File: src/rtl/rate_tick_gen.sv
// rate_tick_gen: one-cycle tick every 1/T/2T/4T clocks, pausable, mode-reloadable.
// Define RATE_TICK_SYNC_EN to pass mode/run through two-flop synchronisers.
`timescale 1ns/1ps
module rate_tick_gen #(
    parameter int unsigned TICKS_1HZ = 50000000,
    parameter int unsigned CNT_W     = 28
) (
    input  logic             CLOCK_50,
    input  logic             resetn,
    input  logic [1:0]       mode,
    input  logic             run,
    output logic             tick,
    output logic [CNT_W-1:0] count
);

    localparam longint unsigned T64 = longint'(TICKS_1HZ);
    localparam logic [CNT_W-1:0] RLD_01 = CNT_W'(T64 - 64'd1);
    localparam logic [CNT_W-1:0] RLD_10 = CNT_W'(2 * T64 - 64'd1);
    localparam logic [CNT_W-1:0] RLD_11 = CNT_W'(4 * T64 - 64'd1);

    logic [1:0]       mode_s;
    logic             run_s;
    logic [CNT_W-1:0] cnt_q, cnt_d;
    logic [1:0]       mode_q, mode_d;
    logic             tick_q, tick_d;

`ifdef RATE_TICK_SYNC_EN
    logic [1:0] mode_m_q, mode_s_q;
    logic       run_m_q, run_s_q;

    always_ff @(posedge CLOCK_50 or negedge resetn) begin
        if (!resetn) begin
            mode_m_q <= 2'b00;
            mode_s_q <= 2'b00;
            run_m_q  <= 1'b0;
            run_s_q  <= 1'b0;
        end else begin
            mode_m_q <= mode;
            mode_s_q <= mode_m_q;
            run_m_q  <= run;
            run_s_q  <= run_m_q;
        end
    end

    assign mode_s = mode_s_q;
    assign run_s  = run_s_q;
`else
    assign mode_s = mode;
    assign run_s  = run;
`endif

    // Reload value is the period minus one, so a tick lands every P edges.
    function automatic logic [CNT_W-1:0] reload(input logic [1:0] m);
        logic [CNT_W-1:0] r;
        unique case (m)
            2'b00: r = '0;
            2'b01: r = RLD_01;
            2'b10: r = RLD_10;
            2'b11: r = RLD_11;
        endcase
        return r;
    endfunction

    always_comb begin
        mode_d = mode_q;
        cnt_d  = cnt_q;
        tick_d = 1'b0;
        if (mode_s != mode_q) begin
            mode_d = mode_s;
            cnt_d  = reload(mode_s);
        end else if (run_s) begin
            if (cnt_q == '0) begin
                tick_d = 1'b1;
                cnt_d  = reload(mode_q);
            end else begin
                cnt_d = cnt_q - CNT_W'(1);
            end
        end
    end

    always_ff @(posedge CLOCK_50 or negedge resetn) begin
        if (!resetn) begin
            cnt_q  <= '0;
            mode_q <= 2'b00;
            tick_q <= 1'b0;
        end else begin
            cnt_q  <= cnt_d;
            mode_q <= mode_d;
            tick_q <= tick_d;
        end
    end

    assign tick  = tick_q;
    assign count = cnt_q;

endmodule

File: config.mk
export PLATFORM = sky130hd
export DESIGN_NAME = rate_tick_gen
export DESIGN_NICKNAME = d
export VERILOG_FILES = /design/src/rtl/rate_tick_gen.sv
export SDC_FILE = /design/constraint.sdc
export NUM_CORES = 1
export LEC_CHECK = 0
export ABC_AREA = 1
export CORE_MARGIN = 8
export CORE_UTILIZATION = 60
export DETAILED_ROUTE_END_ITERATION = 8
export PLACE_DENSITY = 0.86
export SYNTH_ARGS = -nofsm -noshare
export SYNTH_HDL_FRONTEND = slang
export SYNTH_SLANG_ARGS = --single-unit
File: constraint.sdc
create_clock -name CLOCK_50 -period 3.85 [get_ports CLOCK_50]
set_clock_uncertainty 0.15 [all_clocks]
set_input_delay 0.77 -clock CLOCK_50 [delete_from_list [all_inputs] [get_ports CLOCK_50]]
set_output_delay 0.77 -clock CLOCK_50 [all_outputs]
set_load 0.02 [all_outputs]
==> flow_summary_export.csv, run 1 <==
group,metric,value,unit
critical_path,crit_path_max_incr_delay,0.50,ns
grt,grt_max_degree,37,
critical_path,slowest_stage,"clkdlybuf4s50_1",
critical_path,worst_setup_path_end_kind,"flop",
clock_tree,clkTransAtPathRegs,0.08,ns
placement,routabilityCongestion,0.9569,
placement,dp_hpwl,4876,µm
die,die_area,6374,µm²
clock_tree,postCtsSetupBuffers,0,
critical_path,path_cells,"clkdlybuf4s50_1 -> xnor2_1 -> nand2_2 -> nor2_4 -> inv_2 -> nand3_4 -> inv_2 -> nand2_1 -> nand2_1 -> inv_1",
cells_and_area,layout.area.seq,775.7,µm²
clock_tree,cts.sinks,31,
run,maxCapViolCount,0,
power,p_per_area,407.5,nW/µm²
synthesis,ys_seq_area_frac,0.3173,
critical_path,required,3.90,ns
critical_path,regToRegStartpoint,"count[0]",
run_status,status,"completed",
clock_tree,htreeDepth,2,
timing,finalSetupViolCount,0,
timing,relSlewSlack,0.5827,
grt,grt_pass1_wl,10500,µm
die,start_util,0.6156,
timing,period_share,0.6887,
synthesis,synth_top_cell_by_area,"dfrtp_1",
synthesis,yosysUniqueCellTypes,33,
die,die_w,79.84,µm
synthesis,synthTopCellsByArea,"dfrtp_1 (32%), nand2_1 (13%), nor2_1 (11%)",
placement,dpl.cell_count,433,
timing,timing.final.hold_violations,0,
grt,grt_usage,0.2066,
timing,rsz0062_at_grt,"no",
synthesis,ys_ff_latch,31,
clock_tree,cts_hold_buf,0,
critical_path,crit_fanout,36,
synthesis,syn_area,2445,µm²
critical_path,cp_num_buf_inv,4,
cells_and_area,final_cells,440,
grt,grt_pass1_vias,2214,
routing,vias,2421,
routing,drtAntennaViolNets,0,
routing,via_per_inst,5.502,
critical_path,cp.arrival,2.70,ns
clock_tree,cts_tree,"done",
timing,post-route-min-period,2.651,ns
clock_tree,clock_path_buffers,2,
critical_path,worst-setup-path-type,"primary input to flop",
hold_path,hold_path.startpoint,"count[1]",
die,die_h,79.84,µm
routing,post_drt_wl_per_cell,14.65,µm
die,ios,34,
critical_path,crit_path_start,"mode[0]",
grt,antenna_found_initial,0,
cells_and_area,multi_input_area,1451,µm²
routing,wl,6446,µm
timing,worst_pin_slew,0.6250,ns
power,power,1178,µW
clock_tree,cts_resized,0,
cells_and_area,syn2layout_area_growth,18.27,%
grt,grt_overflow,0,
cells_and_area,n_fill_cell,331,
clock_tree,worstSkewPairLatency,0.29,ns
timing,fmax,377.2,MHz
critical_path,r2r_slack,1.69,ns
power,ir_drop,0.2680,mV
hold_path,hold_class,"flop to flop",
synthesis,yosysTopAreaCellShare,0.3173,
clock_tree,root_buffer,"clkbuf_8",
synthesis,post_synth.cell_area_avg,6.868,µm²
critical_path,startpoint_type,"primary input",
synthesis,synthCells,356,
timing,maxSlewViolCount,0,
cells_and_area,diodes,0,
critical_path,critPathTopFamily,"buffers and inverters",
routing,drc,0,
synthesis,syn_nets,371,
die,core,3971,µm²
routing,dr.pass1.iters,5,
placement,portBuffers,33,
cells_and_area,final_nets,405,
power,cellLeakagePower,0.001406,µW
routing,drt_iter0_markers,260,
timing,tns,0,ns
synthesis,ys_warn_count,0,
die,rows,23,
cells_and_area,drive_above_1_share,0.1051,
clock_tree,cts_inserted_buffers,5,
logic make-up after synthesis:
group / Yosys count / synth area share
compound gates: 31 / 0.07728
xor+xnor: 15 / 0.05373
fa+ha+maj: 10 / 0.05118
buf+inv: 54 / 0.08905
flops: 31 / 0.3173
simple gates: 215 / 0.4115
final cells by class:
type	count	share of cell area
Timing Repair Buffer	34	0.1168
Multi-Input combinational cell	271	0.5019
Inverter	47	0.06101
Tap cell	50	0.02164
Clock inverter	1	0.001731
Clock buffer	6	0.02856
Sequential cell	31	0.2683
placed cells by master, fill, tap and decap left out, types with 7 or more instances in the layout:
master | Yosys | final
nand3_1 | 22 | 22
clkdlybuf4s50_1 | 0 | 33
xor2_1 | 11 | 11
nor2_1 | 71 | 71
nand4_1 | 9 | 9
nor2_2 | 7 | 7
ha_1 | 10 | 10
dfrtp_1 | 31 | 31
nand2_1 | 83 | 83
a21oi_1 | 11 | 11
inv_1 | 42 | 42
worst min-delay path, stage by stage (launching register included):
cell and delay, ns:
dfrtp_1 0.39, o22ai_1 0.10, inv_1 0.05
path summary, 6_finish.rpt:
kind	end	cells after the start
worst max-delay path	count[14]	10
worst min-delay path	count[1]	2
worst max register to register	count[26]	8
worst min register to register	count[1]	2
max in group asynchronous	count[10]	2
min in group asynchronous	count[18]	2
registers in the layout, summed over array words and instances (netlist names):
name and flops:
count 28, mode_q 2, tick 1
per-stage QoR:
step           hold WS, ns  setup WS [ns]  instance area, µm²    util
2_1_floorplan       0.3244          1.891                2445       -
3_3_place_gp        0.3946         0.9997                2804  0.7060
3_5_place_dp        0.3880         0.8940                2804  0.7060
4_1_cts             0.4174          1.206                2892  0.7281
5_1_grt             0.4542          1.070                2892  0.7281
6_report            0.4228          1.199                2892  0.7281
synthesized netlist by cell type (all sizes together):
library cell,n
a21oi,12
a31oi,3
buf,5
clkbuf,2
dfrtp,31
ha,10
inv,47
nand2,90
nand3,26
nand4,9
nor2,85
nor3,4
nor4,1
o2111ai,1
o211ai,2
o21ai,6
o21bai,1
o22ai,6
xnor2,4
xor2,11
power by group:
part           internal, µW  leakage, µW  switching, µW
sequential              374     0.000371           78.8
clock                   140    0.0000470            132
combinational           176     0.000989            278
layer usage:
metal | track usage | wire length, µm | vias up
li1 | - | - | 1189
met1 | 0.2497 | 2699 | 1120
met2 | 0.3382 | 3126 | 102
met3 | 0.05518 | 510 | 10
met4 | 0.08545 | 110 | 0
met5 | 0 | 0 | -
No activity file was read; power rests on OpenSTA's default activity.
==> run 2, diff against run 1 <==
CORE_UTILIZATION = 55   (was 60)
PLACE_DENSITY = 0.8   (was 0.86)
clock period = 2.5 ns   (was 3.85 ns; I/O delays follow)
==> run 2 against run 1 <==
Net effect:
- clock power rose by 42%
- hold slack lost 0.019 ns
- power is 52% higher
- register-to-register slack got worse by 1.3 ns
- global-route usage is 0.14 points lower
- setup slack worse by 0.85 ns
- core utilization decreased by 4.5 points
- first-iteration DRC count rose by 11%
- combinational power grew 59%
- die area rose by 7.2%
- non-clock buffer count grew 7
- critical endpoint is now count[10]
==> flow_summary_export.csv, run 2 (synthesis results as in run 1) <==
group,metric,value,unit
timing,relSlewSlack,0.6812,
grt,grt_pass1_vias,2214,
die,start_util,0.5654,
routing,via_per_inst,5.256,
timing,setup_ws,0.3495,ns
critical_path,cp.arrival,2.21,ns
power,seqPwrFrac,0.384,
timing,rsz0062_at_grt,"no",
cells_and_area,layout_common_cells,"nand2_1 (83), nor2_1 (71), inv_1 (42), clkdlybuf4s50_1 (33), dfrtp_1 (31)",
power,ir_drop,0.3326,mV
cells_and_area,drive_above_1_share,0.1231,
placement,routabilityCongestion,0.9401,
cells_and_area,n_fill_cell,388,
placement,place_ws,0.1042,ns
timing,fmax,465.0,MHz
power,p_sw,744.0,µW
clock_tree,cts.sinks,31,
timing,post-route-min-period,2.151,ns
power,cellLeakagePower,0.001444,µW
clock_tree,worstSkewPairLatency,0.29,ns
clock_tree,cts_hold_buf,0,
routing,post_drt_wl_per_cell,14.37,µm
power,combPwrFrac,0.401,
cells_and_area,multi_input_area,1451,µm²
timing,finalSetupViolCount,0,
routing,dr.pass1.iters,5,
placement,dp_hpwl,5008,µm
cells_and_area,finalInstanceArea,2955,µm²
clock_tree,root_buffer,"clkbuf_8",
timing,tns,0,ns
cells_and_area,diodes,0,
critical_path,worst_setup_path_end_kind,"flop",
timing,timing.final.hold_violations,0,
critical_path,crit_fanout,5,
timing,period_share,0.8602,
clock_tree,cts_resized,0,
hold_path,hold_class,"flop to flop",
power,p_per_area,607.9,nW/µm²
clock_tree,clkTransAtPathRegs,0.07,ns
die,die_w,82.67,µm
routing,vias,2365,
clock_tree,htreeDepth,2,
cells_and_area,layout.area.seq,775.7,µm²
grt,grt_overflow,0,
power,swShare,0.4141,
run_status,status,"completed",
grt,grt_max_degree,32,
timing,maxSlewViolCount,0,
timing,hold_ws,0.4043,ns
cells_and_area,final_nets,412,
die,ios,34,
power,internal_power,1053,µW
critical_path,worst-setup-path-type,"flop to flop",
critical_path,startpoint_type,"flop",
die,die_area,6834,µm²
placement,portBuffers,33,
grt,grt_pass1_wl,10720,µm
routing,wl,6468,µm
routing,drtAntennaViolNets,0,
run,maxCapViolCount,0,
routing,drt_iter0_markers,289,
cells_and_area,syn2layout_area_growth,20.88,%
die,die_h,82.67,µm
die,rows,24,
cells_and_area,final_common_cell,"nand2_1",
die,core,4324,µm²
timing,worst_pin_slew,0.4745,ns
clock_tree,cts_tree,"done",
cells_and_area,post-route-util,0.6834,
power,p_clk_frac,0.215,
clock_tree,clock_path_buffers,2,
clock_tree,cts_inserted_buffers,5,
grt,antenna_found_initial,0,
routing,drc,0,
cells_and_area,largest_reg_flops,28,
grt,grt_usage,0.2051,
placement,placed_cell_area,2872,µm²
clock_tree,postCtsSetupBuffers,0,
critical_path,required,2.56,ns
## run 2: changes by cell type in the layout (fill, tap and decap cells not counted)
cell / previous run / this run
buf_12: 0 / 1
clkinv_2: 1 / 3
buf_4: 1 / 7
clkbuf_8: 6 / 5
## run 2: layer usage
metal / up-vias / routed length (µm) / GRT usage
li1: 1202 / - / -
met1: 1056 / 2827 / 0.2724
met2: 95 / 2932 / 0.3201
met3: 12 / 582 / 0.05411
met4: 0 / 126 / 0.05690
met5: - / 0 / 0
## run 2: stage by stage
| stage | instances | total power (µW) |
|---|---|---|
| global placement | 442 | 1406 |
| CTS | 450 | 1801 |
| detailed placement | 442 | 1413 |
| finish | 450 | 1797 |
| floorplan | 356 | 1123 |
| global route | 450 | 1916 |
## run 2: power groups by stage
stage	combinational (µW)	clock (µW)	sequential [µW]
after floorplan	360	0	763
after CTS	722	393	686
after global placement	711	0	695
final	720	387	689
after detailed placement	719	0	695
after global routing	794	420	701
## run 2: final timing paths
kind	startpoint	end	slack [ns]	cells after the start
setup reg to reg	count[0]	count[10]	0.35	7
min in group asynchronous	resetn	mode_q[0]	0.46	2
hold reg to reg	count[1]	count[1]	0.40	2
max in group asynchronous	resetn	count[14]	1.45	2
setup / recovery	count[0]	count[10]	0.35	7
hold / removal	count[1]	count[1]	0.40	2
## run 2: final cells by class
type,count,share of cell area
inverter,47,0.05970
tap,52,0.02202
clock inverter,3,0.005080
timing repair buffer,41,0.1363
clock buffer,5,0.02329
sequential,31,0.2625
multi-input combinational,271,0.4911
## run 2: critical path: stages (launching register included)
cell and delay (ns):
dfrtp_1 0.41, inv_1 0.14, ha_1 0.22, nand2_1 0.19, nor3_1 0.46, nand2_1 0.18, xor2_1 0.17, a21oi_1 0.14
==> run 3, diff against run 2 <==
CORE_UTILIZATION = 57   (was 55)
CTS_BUF_LIST = sky130_fd_sc_hd__clkbuf_8   (was default)
PLACE_DENSITY = 0.83   (was 0.8)
==> run 3 against run 2 <==
Net effect:
- cell count is 0.22% lower
- fmax is 1.8% higher
- highest routed layer unchanged
- design area is 0.13% higher
- register-to-register slack better by 0.04 ns
- non-clock buffer count stayed put
- hold slack worse by 0.0036 ns
- first-iteration DRC count is 25% lower
- die area is 2.8% lower
==> flow_summary_export.csv, run 3 (synthesis results as in run 1) <==
group,metric,value,unit
die,die_h,81.49,µm
routing,dr.pass1.iters,4,
cells_and_area,final_cells,449,
routing,drtAntennaViolNets,0,
clock_tree,clock_path_buffers,2,
placement,routabilityCongestion,0.9307,
timing,timing.final.hold_violations,0,
timing,worst_pin_slew,0.5267,ns
critical_path,cp.arrival,2.15,ns
grt,grt_usage,0.2137,
timing,rsz0062_at_grt,"no",
power,p_sw,744.7,µW
clock_tree,clkTransAtPathRegs,0.07,ns
power,internal_power,1078,µW
routing,drt_iter0_markers,218,
placement,placed_cell_area,2872,µm²
timing,period_share,0.8452,
grt,antenna_found_initial,0,
cells_and_area,final_common_cell,"nand2_1",
clock_tree,cts_inserted_buffers,5,
routing,via_per_inst,5.345,
clock_tree,cts.sinks,31,
clock_tree,cts_tree,"done",
grt,grt_max_degree,32,
timing,finalSetupViolCount,0,
grt,gr-usage-met1,0.2726,
clock_tree,root_buffer,"clkbuf_8",
cells_and_area,finalInstanceArea,2959,µm²
critical_path,startpoint_type,"flop",
die,die_area,6641,µm²
grt,grt_pass1_wl,11020,µm
die,rows,24,
critical_path,required,2.54,ns
grt,use_met3,0.04267,
routing,vias,2400,
grt,grt-busiest-layer,"met2",
clock_tree,cts_hold_buf,0,
grt,grt_pass1_vias,2267,
cells_and_area,diodes,0,
timing,tns,0,ns
timing,relSlewSlack,0.6462,
die,start_util,0.5774,
routing,drc,0,
cells_and_area,final_nets,412,
critical_path,crit_fanout,5,
timing,maxSlewViolCount,0,
die,core,4234,µm²
run,maxCapViolCount,0,
run_status,status,"completed",
power,ir_drop,0.3995,mV
cells_and_area,drive_above_1_share,0.1209,
cells_and_area,syn2layout_area_growth,21.03,%
routing,wl,6610,µm
cells_and_area,n_fill_cell,372,
routing,post_drt_wl_per_cell,14.72,µm
grt,met2_usage,0.3461,
critical_path,worst-setup-path-type,"flop to flop",
placement,portBuffers,33,
die,ios,34,
cells_and_area,largest_reg_flops,28,
grt,grt_overflow,0,
hold_path,hold_class,"flop to flop",
clock_tree,worstSkewPairLatency,0.29,ns
clock_tree,htreeDepth,2,
timing,post-route-min-period,2.113,ns
clock_tree,postCtsSetupBuffers,0,
power,p_per_area,615.9,nW/µm²
power,cellLeakagePower,0.001444,µW
power,swShare,0.4086,
power,combPwrFrac,0.396,
power,p_clk_frac,0.224,
cells_and_area,layout_common_cells,"nand2_1 (83), nor2_1 (71), inv_1 (42), clkdlybuf4s50_1 (33), dfrtp_1 (31)",
power,seqPwrFrac,0.380,
critical_path,worst_setup_path_end_kind,"flop",
cells_and_area,post-route-util,0.6989,
placement,dp_hpwl,5121,µm
die,die_w,81.49,µm
timing,fmax,473.3,MHz
placement,dpl.cell_count,442,
clock_tree,cts_resized,0,
## run 3: worst max-delay path, cell delays in order, from the launching register on
cell	delay [ns]
dfrtp_1	0.41
inv_1	0.14
ha_1	0.20
nand2_1	0.17
nor3_1	0.50
nand3_1	0.14
nand2_1	0.10
a21oi_1	0.06
nor2_1	0.09
nor2_1	0.05
## run 3: cell type report
| type | count | area (µm²) | share of cell area |
|---|---|---|---|
| repair buffers | 41 | 402.9 | 0.1362 |
| inverters | 47 | 176.4 | 0.05962 |
| multi-input cells | 271 | 1451 | 0.4905 |
| clock inverters | 1 | 5.005 | 0.001691 |
| clock buffers | 6 | 82.58 | 0.02791 |
| well taps | 52 | 65.06 | 0.02199 |
| flip-flops and latches | 31 | 775.7 | 0.2622 |
## run 3: power by group through the flow
stage	combinational [µW]	sequential, µW	clock [µW]
after floorplan	360	763	0
after global placement	708	697	0
after detailed placement	720	699	0
after CTS	723	690	416
after global routing	794	705	437
final	721	692	409
## run 3: path summary, 6_finish.rpt
path	slack, ns	depth (start not counted)	endpoint	start
worst max-delay path	0.39	9	count[26]	count[0]
worst max register to register	0.39	9	count[26]	count[0]
worst min-delay path	0.40	2	count[1]	count[1]
worst min register to register	0.40	2	count[1]	count[1]
min in group asynchronous	0.45	2	count[24]	resetn
max in group asynchronous	1.44	2	count[10]	resetn
## run 3: routing by layer
layer  share of wire  vias to the layer above
met5               0                        -
met2            0.47                       77
li1                -                     1199
met1            0.45                     1112
met4           0.022                        0
met3           0.062                       12
## run 3: metrics by stage
step | hold WS (ns) | power, µW | setup WS, ns
global route | 0.4337 | 1936 | 0.2785
finish | 0.4006 | 1822 | 0.3870
global placement | 0.3801 | 1405 | 0.1717
floorplan | 0.05441 | 1123 | 0.5531
detailed placement | 0.3978 | 1418 | 0.1339
CTS | 0.4122 | 1829 | 0.3763
